==> src/rtl/udar_link_pkg.sv <==
// Shared constants, state encoding and checksum helper for the servo link controller.
package udar_link_pkg;

  localparam logic [7:0] HDR_CMD  = 8'hF0;
  localparam logic [7:0] HDR_SRST = 8'h00;
  localparam logic [7:0] HDR_RSP  = 8'h0F;
  localparam logic [7:0] HDR_NAK  = 8'hEE;

  localparam int unsigned ST_W = 4;

  typedef enum logic [ST_W-1:0] {
    S_IDLE    = 4'd0,
    S_RD_POS  = 4'd1,
    S_RD_SUM  = 4'd2,
    S_SETTLE  = 4'd3,
    S_MEAS    = 4'd4,
    S_TX_SEND = 4'd5,
    S_TX_HI   = 4'd6,
    S_TX_LO   = 4'd7,
    S_SRST    = 4'd8
  } state_t;

  // Running frame checksum: plain 8-bit add, carries discarded.
  function automatic logic [7:0] csum_add(input logic [7:0] a, input logic [7:0] b);
    return a + b;
  endfunction

endpackage

==> src/rtl/cyc_timer.sv <==
// Load / count-down cycle timer; done while the count sits at zero.
module cyc_timer #(
  parameter int unsigned CNT_LEN = 16
) (
  input  logic               clk,
  input  logic               rst,
  input  logic               i_load,
  input  logic [CNT_LEN-1:0] i_val,
  output logic               o_done_c
);

  logic [CNT_LEN-1:0] r_cnt;

  // Reload on request, otherwise count down and park at zero.
  always_ff @(posedge clk or posedge rst) begin
    if (rst) begin
      r_cnt <= '0;
    end else if (i_load) begin
      r_cnt <= i_val;
    end else if (r_cnt != '0) begin
      r_cnt <= r_cnt - CNT_LEN'(1);
    end
  end

  assign o_done_c = (r_cnt == '0);

endmodule

==> src/rtl/servo_link_ctrl.sv <==
// Host frame parser, servo position bus, settle/measure sequencing and response transmitter.
module servo_link_ctrl
  import udar_link_pkg::*;
#(
  parameter int unsigned NCH        = 2,
  parameter int unsigned HOME       = 150,
  parameter int unsigned LEN_BYTES  = 2,
  parameter int unsigned SETTLE_CYC = 1000,
  parameter int unsigned SRST_CYC   = 500,
  parameter int unsigned RX_TO      = 50000,
  parameter int unsigned CNT_LEN    = 16
) (
  input  logic                   clk,
  input  logic                   rst,
  input  logic [7:0]             rx_data,
  input  logic                   rx_done,
  output logic [7:0]             tx_data,
  output logic                   tx_send,
  input  logic                   tx_busy,
  output logic [NCH*8-1:0]       pos,
  output logic                   meas_en,
  input  logic                   meas_done,
  input  logic [LEN_BYTES*8-1:0] meas_len,
  output logic                   soft_rst,
  output logic                   frame_err,
  output logic                   busy
);

  localparam int unsigned CH_W  = $clog2(NCH + 1);
  localparam int unsigned TX_W  = $clog2(LEN_BYTES + 3);
  localparam int unsigned POS_W = NCH * 8;
  localparam int unsigned RSP_W = (LEN_BYTES + 2) * 8;
  localparam logic [7:0]       HOME_B   = 8'(HOME);
  localparam logic [POS_W-1:0] HOME_VEC = {NCH{HOME_B}};

  state_t             r_state;
  logic [CH_W-1:0]    r_ch_idx;
  logic [7:0]         r_sum;
  logic [POS_W-1:0]   r_shadow;
  logic [POS_W-1:0]   r_pos;
  logic [RSP_W-1:0]   r_resp;
  logic [TX_W-1:0]    r_tx_idx;
  logic [TX_W-1:0]    r_tx_last;
  logic [7:0]         r_tx_data;
  logic               r_tx_send;
  logic               r_meas_en;
  logic               r_soft_rst;
  logic               r_frame_err;
  logic               r_busy;

  logic [7:0]         w_len_sum;
  logic               w_sum_ok;
  logic               w_tmr_load;
  logic [CNT_LEN-1:0] w_tmr_val;
  logic               w_tmr_done;

  // Checksum of the measurement result bytes for the response trailer.
  always_comb begin
    w_len_sum = '0;
    for (int i = 0; i < int'(LEN_BYTES); i++) begin
      w_len_sum = csum_add(w_len_sum, meas_len[i*8 +: 8]);
    end
  end

  assign w_sum_ok = (rx_data == r_sum);

  // Every state that uses the timer is entered on an accepted byte, so reload on those bytes.
  assign w_tmr_load = rx_done &&
                      (r_state == S_IDLE || r_state == S_RD_POS || r_state == S_RD_SUM);

  // Pick the reload value for the state about to be entered; default is the inter-byte timeout.
  always_comb begin
    w_tmr_val = CNT_LEN'(RX_TO - 1);
    if (r_state == S_RD_SUM && w_sum_ok) begin
      w_tmr_val = CNT_LEN'(SETTLE_CYC - 1);
    end else if (r_state == S_IDLE && rx_data == HDR_SRST) begin
      w_tmr_val = CNT_LEN'(SRST_CYC - 1);
    end
  end

  cyc_timer #(
    .CNT_LEN (CNT_LEN)
  ) u_timer (
    .clk      (clk),
    .rst      (rst),
    .i_load   (w_tmr_load),
    .i_val    (w_tmr_val),
    .o_done_c (w_tmr_done)
  );

  // Link controller FSM with registered outputs.
  always_ff @(posedge clk or posedge rst) begin
    if (rst) begin
      r_state     <= S_IDLE;
      r_ch_idx    <= '0;
      r_sum       <= '0;
      r_shadow    <= '0;
      r_pos       <= HOME_VEC;
      r_resp      <= '0;
      r_tx_idx    <= '0;
      r_tx_last   <= '0;
      r_tx_data   <= '0;
      r_tx_send   <= 1'b0;
      r_meas_en   <= 1'b0;
      r_soft_rst  <= 1'b0;
      r_frame_err <= 1'b0;
      r_busy      <= 1'b0;
    end else begin
      r_tx_send   <= 1'b0;
      r_meas_en   <= 1'b0;
      r_frame_err <= 1'b0;
      case (r_state)
        S_IDLE: begin
          if (rx_done) begin
            if (rx_data == HDR_CMD) begin
              r_ch_idx <= '0;
              r_sum    <= '0;
              r_busy   <= 1'b1;
              r_state  <= S_RD_POS;
            end else if (rx_data == HDR_SRST) begin
              r_soft_rst <= 1'b1;
              r_pos      <= HOME_VEC;
              r_busy     <= 1'b1;
              r_state    <= S_SRST;
            end
          end
        end
        S_RD_POS: begin
          if (rx_done) begin
            r_shadow[int'(r_ch_idx)*8 +: 8] <= rx_data;
            r_sum <= csum_add(r_sum, rx_data);
            if (r_ch_idx == CH_W'(NCH - 1)) begin
              r_state <= S_RD_SUM;
            end else begin
              r_ch_idx <= r_ch_idx + CH_W'(1);
            end
          end else if (w_tmr_done) begin
            r_frame_err <= 1'b1;
            r_busy      <= 1'b0;
            r_state     <= S_IDLE;
          end
        end
        S_RD_SUM: begin
          if (rx_done) begin
            if (w_sum_ok) begin
              r_pos   <= r_shadow;
              r_state <= S_SETTLE;
            end else begin
              r_frame_err  <= 1'b1;
              r_resp[7:0]  <= HDR_NAK;
              r_tx_idx     <= '0;
              r_tx_last    <= '0;
              r_state      <= S_TX_SEND;
            end
          end else if (w_tmr_done) begin
            r_frame_err <= 1'b1;
            r_busy      <= 1'b0;
            r_state     <= S_IDLE;
          end
        end
        S_SETTLE: begin
          if (w_tmr_done) begin
            r_meas_en <= 1'b1;
            r_state   <= S_MEAS;
          end
        end
        S_MEAS: begin
          if (meas_done) begin
            r_resp[7:0] <= HDR_RSP;
            for (int i = 0; i < int'(LEN_BYTES); i++) begin
              r_resp[(i+1)*8 +: 8] <= meas_len[(int'(LEN_BYTES)-1-i)*8 +: 8];
            end
            r_resp[(LEN_BYTES+1)*8 +: 8] <= w_len_sum;
            r_tx_idx  <= '0;
            r_tx_last <= TX_W'(LEN_BYTES + 1);
            r_state   <= S_TX_SEND;
          end
        end
        S_TX_SEND: begin
          if (!tx_busy) begin
            r_tx_data <= r_resp[int'(r_tx_idx)*8 +: 8];
            r_tx_send <= 1'b1;
            r_state   <= S_TX_HI;
          end
        end
        S_TX_HI: begin
          if (tx_busy) begin
            r_state <= S_TX_LO;
          end
        end
        S_TX_LO: begin
          if (!tx_busy) begin
            if (r_tx_idx == r_tx_last) begin
              r_busy  <= 1'b0;
              r_state <= S_IDLE;
            end else begin
              r_tx_idx <= r_tx_idx + TX_W'(1);
              r_state  <= S_TX_SEND;
            end
          end
        end
        S_SRST: begin
          r_pos <= HOME_VEC;
          if (w_tmr_done) begin
            r_soft_rst <= 1'b0;
            r_busy     <= 1'b0;
            r_state    <= S_IDLE;
          end
        end
        default: begin
          r_busy  <= 1'b0;
          r_state <= S_IDLE;
        end
      endcase
    end
  end

  assign tx_data   = r_tx_data;
  assign tx_send   = r_tx_send;
  assign pos       = r_pos;
  assign meas_en   = r_meas_en;
  assign soft_rst  = r_soft_rst;
  assign frame_err = r_frame_err;
  assign busy      = r_busy;

endmodule

==> config.mk <==
export PLATFORM = sky130hd
export DESIGN_NAME = servo_link_ctrl
export DESIGN_NICKNAME = d
export VERILOG_FILES = /design/src/rtl/udar_link_pkg.sv /design/src/rtl/cyc_timer.sv /design/src/rtl/servo_link_ctrl.sv
export SDC_FILE = /design/constraint.sdc
export NUM_CORES = 1
export LEC_CHECK = 0
export BUFFER_PORTS_ARGS = -buffer_cell sky130_fd_sc_hd__buf_2
export CORE_MARGIN = 1
export CORE_UTILIZATION = 40
export CTS_CLUSTER_SIZE = 30
export DETAILED_ROUTE_END_ITERATION = 7
export PLACE_DENSITY = 0.6
export SYNTH_ARGS = -nofsm -noshare
export SYNTH_HDL_FRONTEND = slang
export SYNTH_SLANG_ARGS = --single-unit
==> constraint.sdc <==
create_clock -name clk -period 2.95 [get_ports clk]
set_input_delay 0.1475 -clock clk [delete_from_list [all_inputs] [get_ports clk]]
set_output_delay 0.1475 -clock clk [all_outputs]
set_load 0.005 [all_outputs]
Word level (Yosys, flattened, before mapping)
Cells that the tools add are included.
{"block": "classes", "addsub": 6, "n_eq_ne": 32, "n_shift": 3, "muxes": 67, "bitwise": 2, "n_reduce_logical": 28}
{"cell": "$mux W16", "count": 9}
{"cell": "$mux W4", "count": 12}
{"cell": "$mux W8", "count": 6}
{"cell": "$pmux W16 S3", "count": 1}
{"cell": "$pmux W4 S9", "count": 1}
{"cell": "$neg A5 Y33", "count": 1}
{"cell": "$shift A8 B33 Y16 const A", "count": 1}
{"cell": "$shiftx A8 B33 Y16", "count": 1}
{"cell": "$pmux W8 S2", "count": 2}
{"cell": "$shiftx A32 B7 Y8", "count": 1}
{"cell": "$ne A2 B2 Y1 const B", "count": 14}
{"cell": "$mux W3", "count": 8}
{"cell": "$reduce_and A6 Y1", "count": 3}
{"cell": "$mux W1", "count": 17}
{"cell": "$add A8 B8 Y8", "count": 2}
{"cell": "$bwmux W16", "count": 1}
{"cell": "$eq A4 B3 Y1 const B", "count": 4}
{"cell": "$logic_not A16 Y1", "count": 1}
{"cell": "$reduce_bool A16 Y1", "count": 1}
{"cell": "$sub A16 B1 Y16 const B", "count": 1}
{"cell": "$reduce_and A5 Y1", "count": 2}
{"cell": "$pmux W3 S3", "count": 1}
{"cell": "$eq A4 B2 Y1 const B", "count": 2}
{"cell": "$eq A8 B8 Y1", "count": 1}
{"cell": "27 further kinds", "count": 45}
{"block": "totals", "regBits": 113, "in_bits": 29, "wordCells": 154}

Longest topological paths before layout
{"block": "depth", "depth_word": 5, "depth_mapped": 9, "ltp_nobuf": 9}

Hierarchy
From an unflattened synthesis, not the netlist that was laid out.
{"block": "hier_totals", "cells_unflattened": 591, "hier_area_um2": 5786.8}
{"mod": "servo_link_ctrl", "n_inst": 1, "cells_per_inst": 489, "area_per_inst_um2": 4793.3}
{"mod": "cyc_timer", "n_inst": 1, "cells_per_inst": 102, "area_per_inst_um2": 993.5}

Worst setup path before layout
No wires, ideal clock.
{"block": "synth_timing", "path_kind": "register to register", "from": "reg r_sum[3]", "to": "reg r_pos[0] (netlist: pos[0])", "t_arrival_ps": 2343, "required_ps": 2867, "path_slack_ps": 525, "path_stages_with_launch": 9, "synth_period_minus_slack_ps": 2425, "cell_sequence": "dfrtp_1 -> ha_1 -> or4_1 -> nor4_4 -> nor2_1 -> a211oi_2 -> buf_2 -> nand3_1 -> o21ai_0"}
{"block": "synth_between", "elab_chain_len": 3}
{"element": "from (decl)", "line": "servo_link_ctrl.sv:38", "source": "logic [7:0] r_sum;"}
{"element": "from (signal assigned)", "line": "servo_link_ctrl.sv:131", "source": "r_sum <= csum_add(r_sum, rx_data);"}
{"element": "$eq A8 B8 Y1", "line": "servo_link_ctrl.sv:65", "source": "assign w_sum_ok = (rx_data == r_sum);"}
{"element": "$ne A2 B2 Y1 (no line)"}
{"element": "$reduce_and A6 Y1 (no line)"}
{"element": "to (signal assigned)", "line": "servo_link_ctrl.sv:146", "source": "r_pos <= r_shadow;"}
{"element": "to (decl)", "line": "servo_link_ctrl.sv:40", "source": "logic [POS_W-1:0] r_pos;"}
No other way between the ends.
A chain may end at the register's enable or synchronous reset.

Worst setup path in the final report
{"block": "layout_timing", "from": "reg u_timer.r_cnt[0]", "to": "reg r_state[2]"}
{"block": "layout_between", "elab_chain_len": 4}
{"element": "from (decl)", "line": "cyc_timer.sv:12", "source": "logic [CNT_LEN-1:0] r_cnt;"}
{"element": "from (signal assigned)", "line": "cyc_timer.sv:19", "source": "r_cnt <= i_val;"}
{"element": "from (signal assigned)", "line": "cyc_timer.sv:21", "source": "r_cnt <= r_cnt - CNT_LEN'(1);"}
{"element": "$logic_not A16 Y1 (*)", "line": "cyc_timer.sv:25", "source": "assign o_done_c = (r_cnt == '0);"}
{"element": "$mux W4"}
{"element": "$mux W4 (on tied branches)"}
{"element": "$pmux W4 S9"}
{"element": "to (signal assigned)", "line": "servo_link_ctrl.sv:94", "source": "r_state <= S_IDLE;"}
{"element": "to (signal assigned)", "line": "servo_link_ctrl.sv:119", "source": "r_state <= S_RD_POS;"}
{"element": "to (signal assigned)", "line": "servo_link_ctrl.sv:124", "source": "r_state <= S_SRST;"}
{"element": "to (decl)", "line": "servo_link_ctrl.sv:36", "source": "state_t r_state;"}
Every way passes the cells marked *; elsewhere a longest branch is shown, timed or not.

==> flow_summary.yaml <==
synth:
  muxShareOfSynthArea: 0.0673
  synthAdderAreaFrac: 0.0551
  ys_seq_elements: 105
  avgSynthCellArea_sq_um: 9.89
  yosys.area_share.simple: 0.174
  seq_area_frac_synth: 0.480
  ys_warn_count: 0
  syn_inst: 556
  synth-main-ff-cell: "dfrtp_1"
  syn_area_sq_mm: 0.00550
  synthXorXnorAreaFrac: 0.0382
  synth_compound_area_frac: 0.153
  syn-num-nets: 608
  synth_top_family_by_area: "simple AND/OR/NAND/NOR gates"
  synth_edf_count: 0
  synth_cell_types: 58
  ys_async_sr_fraction: 1.00
timing:
  rsz0062_at_grt: "no"
  maxSlewViolCount: 0
  min_period_over_period: 0.910
  worst_pin_slew_ns: 0.721
  skew_ns: 0.00554
  setup_viol: 0
  fin_hold_ws_ns: 0.0365
  max_slew_margin: 0.516
  period_minus_slack_ns: 2.69
  tns_ns: 0
  fmax_mhz: 372
  hold_viol_final: 0
routing:
  num_vias: 4219
  firstDrtPassIters: 5
  drc: 0
  vias_per_cell: 5.31
  wl_microns: 12000
  drtIter0Drc: 203
  wl_per_cell_microns: 15.0
  ant_nets: 0
clock_network:
  path_clk_slew_ns: 0.07
  cts_buffers: 9
  cts.sinks: 105
  cts_setup_buffers: 0
  clock_latency_ns: 0.36
  cts_tree: "yes"
  clockRootBuffer: "clkbuf_16"
  clk_path_buf_depth: 2
  h-tree-depth: 3
floorplanning:
  start_util: 0.412
  io_pins: 58
  die_w_microns: 119
  die_h_microns: 119
  die_area_sq_mm: 0.0142
  rows: 42
  core_area_sq_mm: 0.0133
placed_design:
  routabilityCongestion: 0.921
  dp_hpwl_microns: 8560
  port_buffers: 57
pwr:
  peakVddDrop_mv: 0.513
  p_comb_frac: 0.388
  swShare: 0.368
  p_seq_frac: 0.413
  clock_power_share: 0.199
  p_leak_nw: 2.84
  p_per_area_mw_per_mm2: 927
  cell_internal_pwr_w: 0.00371
  power.net_switching_w: 0.00216
setup_path:
  path_max_fanout: 7
  cp_data_required_time_ns: 3.24
  worst_setup_path_end_kind: "flip-flop"
  path_class: "reg -> reg"
  cp.arrival_ns: 2.97
  cp-start-kind: "flip-flop"
final_layout:
  num_antenna_cells: 0
  final_nets: 666
  final_layout_size_suffix_gt1_frac: 0.212
  areaGrowthSynthToFinish_pct: 15.1
  fill_cells: 1344
global_route:
  grt_pass1_vias: 4111
  grt_pass1_wl_microns: 20100
  grt_overflow: 0
  grt_antenna_before_repair: 0
  grt_max_degree: 61
  grtUsageTotal: 0.180
worst_hold_path:
  min_path_type: "in -> reg"
job:
  drv_cap: 0
run_status:
  status: "finished clean"
==> timing repair <==
| action | in CTS | in global routing |
|---|---|---|
| endpoints found under the hold margin | 37 | 0 |
| gates resized for setup | 0 | 0 |
| hold buffers | 1 | 0 |
==> per-layer routing <==
layer | up-vias | track usage | wire length, microns
li1 | 2095 | - | -
met3 | 20 | 0.0340 | 621
met4 | 0 | 0.0736 | 231
met2 | 113 | 0.284 | 5480
met1 | 1991 | 0.242 | 5620
met5 | - | 0 | 0
==> cell usage after synthesis (2+ instances only) <==
cell | instances | share of area
o21bai_1 | 2 | 0.0027
or2_2 | 2 | 0.0023
a22o_1 | 15 | 0.024
buf_2 | 4 | 0.0036
o22ai_1 | 4 | 0.0045
o31ai_1 | 5 | 0.0068
o211ai_1 | 2 | 0.0027
xnor2_1 | 13 | 0.021
a21boi_0 | 2 | 0.0027
a221o_1 | 3 | 0.0055
o21a_1 | 4 | 0.0055
mux4_2 | 7 | 0.029
nor4_1 | 5 | 0.0057
clkbuf_1 | 22 | 0.015
a31oi_1 | 2 | 0.0023
or4_1 | 5 | 0.0068
o21ai_0 | 52 | 0.047
nor4b_1 | 2 | 0.0032
dfrtp_1 | 97 | 0.44
or4b_1 | 2 | 0.0036
nand2b_1 | 5 | 0.0057
o31a_1 | 2 | 0.0032
a21oi_1 | 22 | 0.020
xor2_1 | 11 | 0.018
a21o_1 | 6 | 0.0082
or3_1 | 5 | 0.0057
nand2_1 | 69 | 0.047
nand3_1 | 19 | 0.017
nor2_1 | 53 | 0.036
nor3_1 | 16 | 0.015
mux2_2 | 18 | 0.037
inv_1 | 22 | 0.015
ha_1 | 21 | 0.048
nor2b_1 | 2 | 0.0023
nor3b_1 | 3 | 0.0041
nand4_1 | 2 | 0.0023
dfstp_2 | 8 | 0.038
fa_1 | 2 | 0.0073
==> power by group through the flow <==
stage | logic [W] | registers, W | clock network, W
after floorplan | 0.00170 | 0.00235 | 0
after global placement | 0.00221 | 0.00243 | 0
after detailed placement | 0.00226 | 0.00245 | 0
after CTS | 0.00228 | 0.00243 | 0.00121
after global routing | 0.00257 | 0.00250 | 0.00125
final | 0.00228 | 0.00243 | 0.00117
==> placed cells by master (no fill, tap or decap), drive strengths merged, types with 7 or more instances in the layout <==
cell / instances
xnor2: 13
clkbuf: 9
nor3: 16
ha: 21
dfrtp: 97
nor2: 53
nand3: 19
a21oi: 22
o21ai: 54
mux2: 18
dfstp: 8
nand2: 69
buf: 72
a22o: 15
inv: 25
xor2: 11
mux4: 7
==> flip-flops by register name (all words and copies together) (netlist names), 2 cells and up <==
register and flops:
pos 16, r_state 4, r_sum 8, r_resp 26, r_tx_idx 3, tx_data 8
r_ch_idx 2, r_shadow 16, u_timer.r_cnt 16
==> final cells by class <==
type	instances	area, sq um	area share
inverters	22	85.1	0.0134
clock inverters	7	63.8	0.0101
multi-input cells	403	2680	0.423
flip-flops and latches	105	2640	0.417
well taps	176	220	0.0348
clock buffers	9	225	0.0356
repair buffers	73	420	0.0664
==> critical path, stage by stage, from the launching register on <==
cell      delay, ns
dfrtp_1        0.43
inv_1          0.12
ha_1           0.14
or4b_1         0.48
nor3_1         0.39
nand3b_4       0.16
a311o_1        0.48
o31a_1         0.32
o21ai_2        0.10
==> metrics by stage <==
stage	setup slack [ns]	cell area, sq um	power, W	utilization	instances
floorplan	0.0552	5500	0.00405	-	556
global placement	0.411	6030	0.00465	0.452	778
detailed placement	0.332	6030	0.00471	0.452	778
CTS	0.289	6330	0.00592	0.474	795
global route	0.106	6330	0.00633	0.474	795
finish	0.265	6330	0.00587	0.474	795
==> logic make-up (layout without fill, tap and decap cells) <==
family,Yosys count,count (layout)
fa+ha+maj,23,23
xor+xnor,24,24
simple gates,198,198
compound gates,132,132
mux,26,26
flops,105,105
buf+inv,48,111
==> final timing paths <==
kind | from | to | slack (ns) | cells past startpoint
max | u_timer.r_cnt[0] | r_state[2] | 0.26 | 8
min | meas_len[6] | r_resp[22] | 0.04 | 2
max reg2reg | u_timer.r_cnt[0] | r_state[2] | 0.26 | 8
min reg2reg | r_resp[29] | r_resp[29] | 0.48 | 2
max in group asynchronous | rst | u_timer.r_cnt[12] | 1.84 | 4
min in group asynchronous | rst | r_sum[6] | 0.40 | 3
Note: power is estimated with default switching activity, not from simulation.
